===== src/rtl/ds_scaler_pkg.sv =====
// Shared state encoding and sizing helpers for the nearest-neighbour downscaler.
// DS_CH_SLICE(k, w) selects channel k of a packed pixel whose channels are w bits wide.
`ifndef DS_SCALER_PKG_SV
`define DS_SCALER_PKG_SV

`define DS_CH_SLICE(k, w) [(k)*(w) +: (w)]

package ds_scaler_pkg;

  typedef enum logic {
    ST_IDLE   = 1'b0,
    ST_ACTIVE = 1'b1
  } state_t;

  // Holds acc + DST, which is always below 2*SRC.
  function automatic int acc_width(input int src);
    return $clog2(2 * src);
  endfunction

  function automatic int cnt_width(input int n);
    return (n > 1) ? $clog2(n) : 1;
  endfunction

endpackage

`endif


===== src/rtl/ds_step_acc.sv =====
// One axis of the DDA selector: sel marks the source positions that map to an output sample.
// DS_SCALER_CENTER_EN starts the phase at SRC/2 instead of 0.
module ds_step_acc
  import ds_scaler_pkg::*;
#(
  parameter int SRC = 256,
  parameter int DST = 96
) (
  input  logic clk,
  input  logic rst_n,
  input  logic init,
  input  logic step,
  output logic sel
);

  localparam int AW = acc_width(SRC);
  localparam logic [AW-1:0] SRC_V = AW'(SRC);
  localparam logic [AW-1:0] DST_V = AW'(DST);
`ifdef DS_SCALER_CENTER_EN
  localparam logic [AW-1:0] INIT_V = AW'(SRC / 2);
`else
  localparam logic [AW-1:0] INIT_V = '0;
`endif

  logic [AW-1:0] acc_reg;
  logic [AW-1:0] base;
  logic [AW-1:0] sum;

  // init restarts the phase for the current position, so sel is valid on that same cycle
  assign base = init ? INIT_V : acc_reg;
  assign sum  = base + DST_V;
  assign sel  = (sum >= SRC_V);

  always_ff @(posedge clk or negedge rst_n) begin
    if (!rst_n) begin
      acc_reg <= INIT_V;
    end else if (step) begin
      acc_reg <= sel ? (sum - SRC_V) : sum;
    end else if (init) begin
      acc_reg <= INIT_V;
    end
  end

endmodule


===== src/rtl/ds_nn_scaler.sv =====
// Streaming nearest-neighbour downscaler (SRC_W x SRC_H -> DST_W x DST_H) with valid/ready on both sides.
// Build option DS_SCALER_CENTER_EN selects phase-centred picking; counts and flags are unaffected.
module ds_nn_scaler
  import ds_scaler_pkg::*;
#(
  parameter int SRC_W = 256,
  parameter int SRC_H = 256,
  parameter int DST_W = 96,
  parameter int DST_H = 96,
  parameter int CH    = 3,
  parameter int DW    = 8
) (
  input  logic             clk,
  input  logic             rst_n,
  input  logic             s_valid,
  output logic             s_ready,
  input  logic             s_sof,
  input  logic [CH*DW-1:0] s_data,
  output logic             m_valid,
  input  logic             m_ready,
  output logic [CH*DW-1:0] m_data,
  output logic             m_sof,
  output logic             m_eol,
  output logic             m_eof,
  output logic             frame_done,
  output logic             sync_err
);

  localparam int XW = cnt_width(SRC_W);
  localparam int YW = cnt_width(SRC_H);
  localparam int CW = cnt_width(DST_W);
  localparam int RW = cnt_width(DST_H);
  localparam logic [XW-1:0] X_LAST = XW'(SRC_W - 1);
  localparam logic [YW-1:0] Y_LAST = YW'(SRC_H - 1);
  localparam logic [CW-1:0] C_LAST = CW'(DST_W - 1);
  localparam logic [RW-1:0] R_LAST = RW'(DST_H - 1);

  state_t           state_reg;
  logic [XW-1:0]    x_reg;
  logic [YW-1:0]    y_reg;
  logic [CW-1:0]    col_reg;
  logic [RW-1:0]    row_reg;
  logic             ready_en_reg;
  logic             m_valid_reg;
  logic             m_sof_reg;
  logic             m_eol_reg;
  logic             m_eof_reg;
  logic [CH*DW-1:0] m_data_reg;
  logic             frame_done_reg;
  logic             sync_err_reg;

  logic          accept;
  logic          restart;
  logic          process;
  logic [XW-1:0] x_cur;
  logic [YW-1:0] y_cur;
  logic [CW-1:0] col_cur;
  logic [RW-1:0] row_cur;
  logic          line_end;
  logic          frame_end;
  logic          col_last;
  logic          row_last;
  logic          sel_x;
  logic          sel_y;
  logic          keep;

  assign s_ready = ready_en_reg & (~m_valid_reg | m_ready);
  assign accept  = s_valid & s_ready;
  assign restart = accept & s_sof;
  assign process = accept & (s_sof | (state_reg == ST_ACTIVE));

  // An s_sof pixel is always position (0,0) of a fresh frame, whatever the counters say.
  assign x_cur   = s_sof ? '0 : x_reg;
  assign y_cur   = s_sof ? '0 : y_reg;
  assign col_cur = s_sof ? '0 : col_reg;
  assign row_cur = s_sof ? '0 : row_reg;

  assign line_end  = (x_cur == X_LAST);
  assign frame_end = line_end & (y_cur == Y_LAST);
  assign col_last  = (col_cur == C_LAST);
  assign row_last  = (row_cur == R_LAST);
  assign keep      = process & sel_x & sel_y;

  ds_step_acc #(
    .SRC (SRC_W),
    .DST (DST_W)
  ) u_acc_x (
    .clk   (clk),
    .rst_n (rst_n),
    .init  (process & (x_cur == '0)),
    .step  (process),
    .sel   (sel_x)
  );

  // Row decision is taken from the line's phase and held until the line ends.
  ds_step_acc #(
    .SRC (SRC_H),
    .DST (DST_H)
  ) u_acc_y (
    .clk   (clk),
    .rst_n (rst_n),
    .init  (restart),
    .step  (process & line_end),
    .sel   (sel_y)
  );

  always_ff @(posedge clk or negedge rst_n) begin
    if (!rst_n) begin
      state_reg      <= ST_IDLE;
      x_reg          <= '0;
      y_reg          <= '0;
      col_reg        <= '0;
      row_reg        <= '0;
      ready_en_reg   <= 1'b0;
      m_valid_reg    <= 1'b0;
      m_sof_reg      <= 1'b0;
      m_eol_reg      <= 1'b0;
      m_eof_reg      <= 1'b0;
      frame_done_reg <= 1'b0;
      sync_err_reg   <= 1'b0;
    end else begin
      ready_en_reg   <= 1'b1;
      frame_done_reg <= process & frame_end;
      if (restart && (state_reg == ST_ACTIVE)) begin
        sync_err_reg <= 1'b1;
      end

      if (process) begin
        if (frame_end) begin
          state_reg <= ST_IDLE;
          x_reg     <= '0;
          y_reg     <= '0;
        end else begin
          state_reg <= ST_ACTIVE;
          x_reg     <= line_end ? '0 : x_cur + 1'b1;
          y_reg     <= line_end ? y_cur + 1'b1 : y_cur;
        end
        if (keep) begin
          col_reg <= col_last ? '0 : col_cur + 1'b1;
          row_reg <= col_last ? (row_last ? '0 : row_cur + 1'b1) : row_cur;
        end else begin
          col_reg <= col_cur;
          row_reg <= row_cur;
        end
      end

      // accept implies the output slot is free, so a kept pixel can always overwrite it
      if (keep) begin
        m_valid_reg <= 1'b1;
        m_sof_reg   <= (col_cur == '0) && (row_cur == '0);
        m_eol_reg   <= col_last;
        m_eof_reg   <= col_last & row_last;
      end else if (m_ready) begin
        m_valid_reg <= 1'b0;
      end
    end
  end

  always_ff @(posedge clk or negedge rst_n) begin
    if (!rst_n) begin
      m_data_reg <= '0;
    end else if (keep) begin
      for (int k = 0; k < CH; k++) begin
        m_data_reg `DS_CH_SLICE(k, DW) <= s_data `DS_CH_SLICE(k, DW);
      end
    end
  end

  assign m_valid    = m_valid_reg;
  assign m_data     = m_data_reg;
  assign m_sof      = m_sof_reg;
  assign m_eol      = m_eol_reg;
  assign m_eof      = m_eof_reg;
  assign frame_done = frame_done_reg;
  assign sync_err   = sync_err_reg;

endmodule


===== config.mk =====
export PLATFORM = sky130hd
export DESIGN_NAME = ds_nn_scaler
export DESIGN_NICKNAME = d
export VERILOG_FILES = /design/src/rtl/ds_scaler_pkg.sv /design/src/rtl/ds_step_acc.sv /design/src/rtl/ds_nn_scaler.sv
export SDC_FILE = /design/constraint.sdc
export NUM_CORES = 1
export LEC_CHECK = 0
export BUFFER_PORTS_ARGS = -buffer_cell sky130_fd_sc_hd__buf_4
export CORE_MARGIN = 1.5
export CORE_UTILIZATION = 56
export DETAILED_ROUTE_END_ITERATION = 16
export GPL_ROUTABILITY_DRIVEN = 0
export PLACE_DENSITY = 0.88
export SLEW_MARGIN = 20
export SYNTH_ARGS = -nofsm -noshare
export SYNTH_HDL_FRONTEND = slang
export SYNTH_HIERARCHICAL = 1
export SYNTH_SLANG_ARGS = --single-unit

===== constraint.sdc =====
create_clock -name clk -period 3.7 [get_ports clk]
set_input_delay 0.555 -clock clk [delete_from_list [all_inputs] [get_ports clk]]
set_output_delay 0.555 -clock clk [all_outputs]
set_load 0.01 [all_outputs]

==> run_results.csv <==
group,metric,value,unit
status,run_status,"complete, no violations",
synthesis,synth_area,0.003455,mm²
global_routing,grt_antenna_before_repair,0,
synthesis,ys_ff_latch,70,
die,die_y,81.54,µm
cts,htreeDepth,3,
global_routing,gr-usage-all-layers,25.28,%
setup_path,path_class,"reg -> reg",
detailed_routing,ant_nets,0,
pwr,peakVddDrop,0.2661,mV
die,initial_utilization,58.00,%
run,max_cap_violations,0,
global_routing,gr-usage-met3,4.333,%
detailed_routing,via_per_inst,5.709,
synthesis,ys_types,48,
placement,dp_slack,0.4977,ns
die,dieWidth,81.54,µm
setup_path,worst_path_largest_cell_delay,0.53,ns
placement,dp.final_hpwl,5080,µm
hold_path,hold_class,"in -> async",
setup_path,critPathCaptureType,"register",
setup_path,worstPathRequired,3.99,ns
detailed_routing,vias,2997,
global_routing,grt_overflow,0,
finish,drive_gt1_share,18.22,%
synthesis,ys_warn_count,6,
global_routing,grt_max_degree,71,
sta,slew_viol_final,0,
setup_path,r2r_slack,0.66,ns
die,io_pins,60,
setup_path,cpMaxStageDelayCell,"or4_1",
placement,io_buffers,59,
synthesis,synth-edff-count,0,
synthesis,synthArstFlopShare,100.0,%
pwr,p_clk_share,38.7,%
cts,post_cts_buffers,0,
pwr,swShare,26.60,%
finish,diodes,0,
cts,clockRootBuffer,"clkbuf_8",
detailed_routing,drc_errors,0,
global_routing,grt_pass1_vias,2867,
finish,syn_to_final_growth,21.08,%
cts,post_cts_resized,0,
die,rows,28,
detailed_routing,wl,7670,µm
finish,largest_reg_flops,24,
sta,finalClockSkew,0.01057,ns
pwr,combPwrFrac,10.1,%
pwr,power.density,383.9,mW/mm²
sta,finalHoldViolations,0,
cts,cts_tree,"built",
setup_path,crit_arrival,3.33,ns
cts,hold_buffers,0,
finish,fin_nets,483,
detailed_routing,drt_iter0_drc,299,
synthesis,syn_inst,384,
pwr,p_int,0.001178,W
global_routing,gr-usage-met1,32.36,%
sta,setup-tns-final,0,ns
setup_path,critPathMaxFanout,9,
cts,clkTransAtPathRegs,0.08,ns
sta,min_period,3.045,ns
setup_path,r2r-end,"col_reg[5]",
setup_path,reg2reg_depth,11,
finish,final_common_cell,"nand2_1",
sta,tightest_slew,1.044,ns
die,core-area,0.005956,mm²
synthesis,syn-num-nets,422,
global_routing,grt_pass1_wl,12690,µm
detailed_routing,drt_pass1_iterations,5,
synthesis,avgSynthCellArea,8.996,µm²
detailed_routing,wl_per_cell,14.61,µm
sta,setup_viol_count_final,0,
pwr,p_switching,0.0004271,W
finish,most-common-layout-cells,"nand2_1 (115), dfrtp_1 (70), buf_4 (64), o21ai_0 (18), nand3_1 (15)",
sta,finalCritPeriodShare,82.29,%
synthesis,synth-main-ff-cell,"dfrtp_1",
cts,cts_buffers,9,
sta,max_freq,328.5,MHz
cts,clkLatencyLatePin,0.35,ns
setup_path,startpoint_type,"register",
synthesis,yosysSeqAreaShare,50.71,%
setup_path,reg2reg_from,"x_reg[2]",
setup_path,cp_cell_sequence,"or4_1 -> nor3_1 -> o21ai_0 -> nor2_1 -> nor2b_1 -> mux2_1 -> and3_1 -> and4b_1 -> and2_1 -> o21ai_1 -> a22o_1",
finish,num-fill-cells,445,
sta,timing.final.ws_setup,0.6554,ns
cts,cts_sinks,70,
pwr,p_seq_share,51.2,%
sta,rsz0062_at_grt,"no",
sta,max_slew_margin,30.31,%
pwr,leakagePower,2.092,nW
global_routing,top_usage_layer,"met2",
die,fp.dieArea,0.006649,mm²
global_routing,use_met2,39.92,%
cts,cts.path.max_buffers,2,
pwr,power,0.001606,W
## worst max-delay path by stage
stage,startpoint,endpoint
after detailed placement,s_sof,row_reg[3]
final,x_reg[2],col_reg[5]
after global routing,x_reg[2],col_reg[3]
after CTS,x_reg[7],col_reg[3]
after floorplan,m_ready,row_reg[3]
after global placement,s_sof,col_reg[3]
## area by class of cell
type	count	area, µm²	share of cell area [%]
clock buffers	9	123.9	2.961
clock inverters	7	75.07	1.795
inverters	13	48.80	1.167
well taps	75	93.84	2.243
flip-flops and latches	70	1752	41.88
repair buffers	65	500.5	11.97
multi-input cells	286	1589	37.99
## power groups by stage
stage | combinational [W] | clock (W) | sequential (W)
after floorplan | 0.0000980 | 0 | 0.000828
after global placement | 0.000152 | 0 | 0.000834
after detailed placement | 0.000163 | 0 | 0.000835
after CTS | 0.000163 | 0.000631 | 0.000821
after global routing | 0.000182 | 0.000662 | 0.000826
final | 0.000162 | 0.000622 | 0.000822
## metal layers
| layer | wire length (µm) | up-vias | part of all wire, % |
|---|---|---|---|
| met4 | 172 | 0 | 2.2 |
| met2 | 3810 | 107 | 50 |
| met1 | 3348 | 1437 | 44 |
| li1 | - | 1436 | - |
| met5 | 0 | - | 0 |
| met3 | 339 | 17 | 4.4 |
## logic make-up (layout without fill, tap and decap cells)
family	after synthesis	count (layout)	share of synthesized area, %
fa+ha+maj	9	9	3.260
flops	70	70	50.71
buf+inv	28	94	3.296
other cells	1	1	0.1086
compound gates	56	56	10.11
simple gates	203	203	27.85
xor+xnor	9	9	2.282
mux	8	8	2.390
## critical path: cells and delay by family (launching register included)
kind	cells	cell delay [ns]
multiplexers	1	0.38
AND/OR/NAND/NOR	7	1.77
flip-flops	1	0.44
AO/OA/AOI/OAI	3	0.38
## Yosys cell counts (2+ instances only)
master,number,area (µm²)
a21oi_1,9,45.04
a22o_1,5,43.79
a31oi_1,7,43.79
a41oi_1,2,17.52
and2_1,3,18.77
and3_1,6,37.54
and4b_1,2,20.02
buf_2,6,30.03
clkbuf_1,8,30.03
clkinv_1,2,7.510
dfrtp_1,70,1752
ha_1,9,112.6
inv_1,11,41.29
mux2_1,2,22.52
mux2i_1,6,60.06
nand2_1,115,431.7
nand2b_1,8,50.05
nand3_1,15,75.07
nand4_1,3,18.77
nand4b_1,2,17.52
nor2_1,11,41.29
nor2b_1,12,75.07
nor3_1,7,35.03
nor3b_1,3,22.52
nor4_1,3,18.77
o21ai_0,18,90.09
o21ai_1,4,20.02
o22a_1,2,17.52
o22ai_1,2,12.51
or3_1,2,12.51
or4_1,5,37.54
xnor2_1,6,52.55
xor2_1,3,26.28
## per-stage QoR
stage	hold WS (ns)	area, µm²	std cells	util (%)
detailed placement	0.4643	3984	509	66.89
global route	0.3834	4183	525	70.23
floorplan	0.2594	3455	384	-
global placement	0.4582	3984	509	66.89
CTS	0.3483	4183	525	70.23
finish	0.2933	4183	525	70.23
Power figures use the tool's default switching activity.
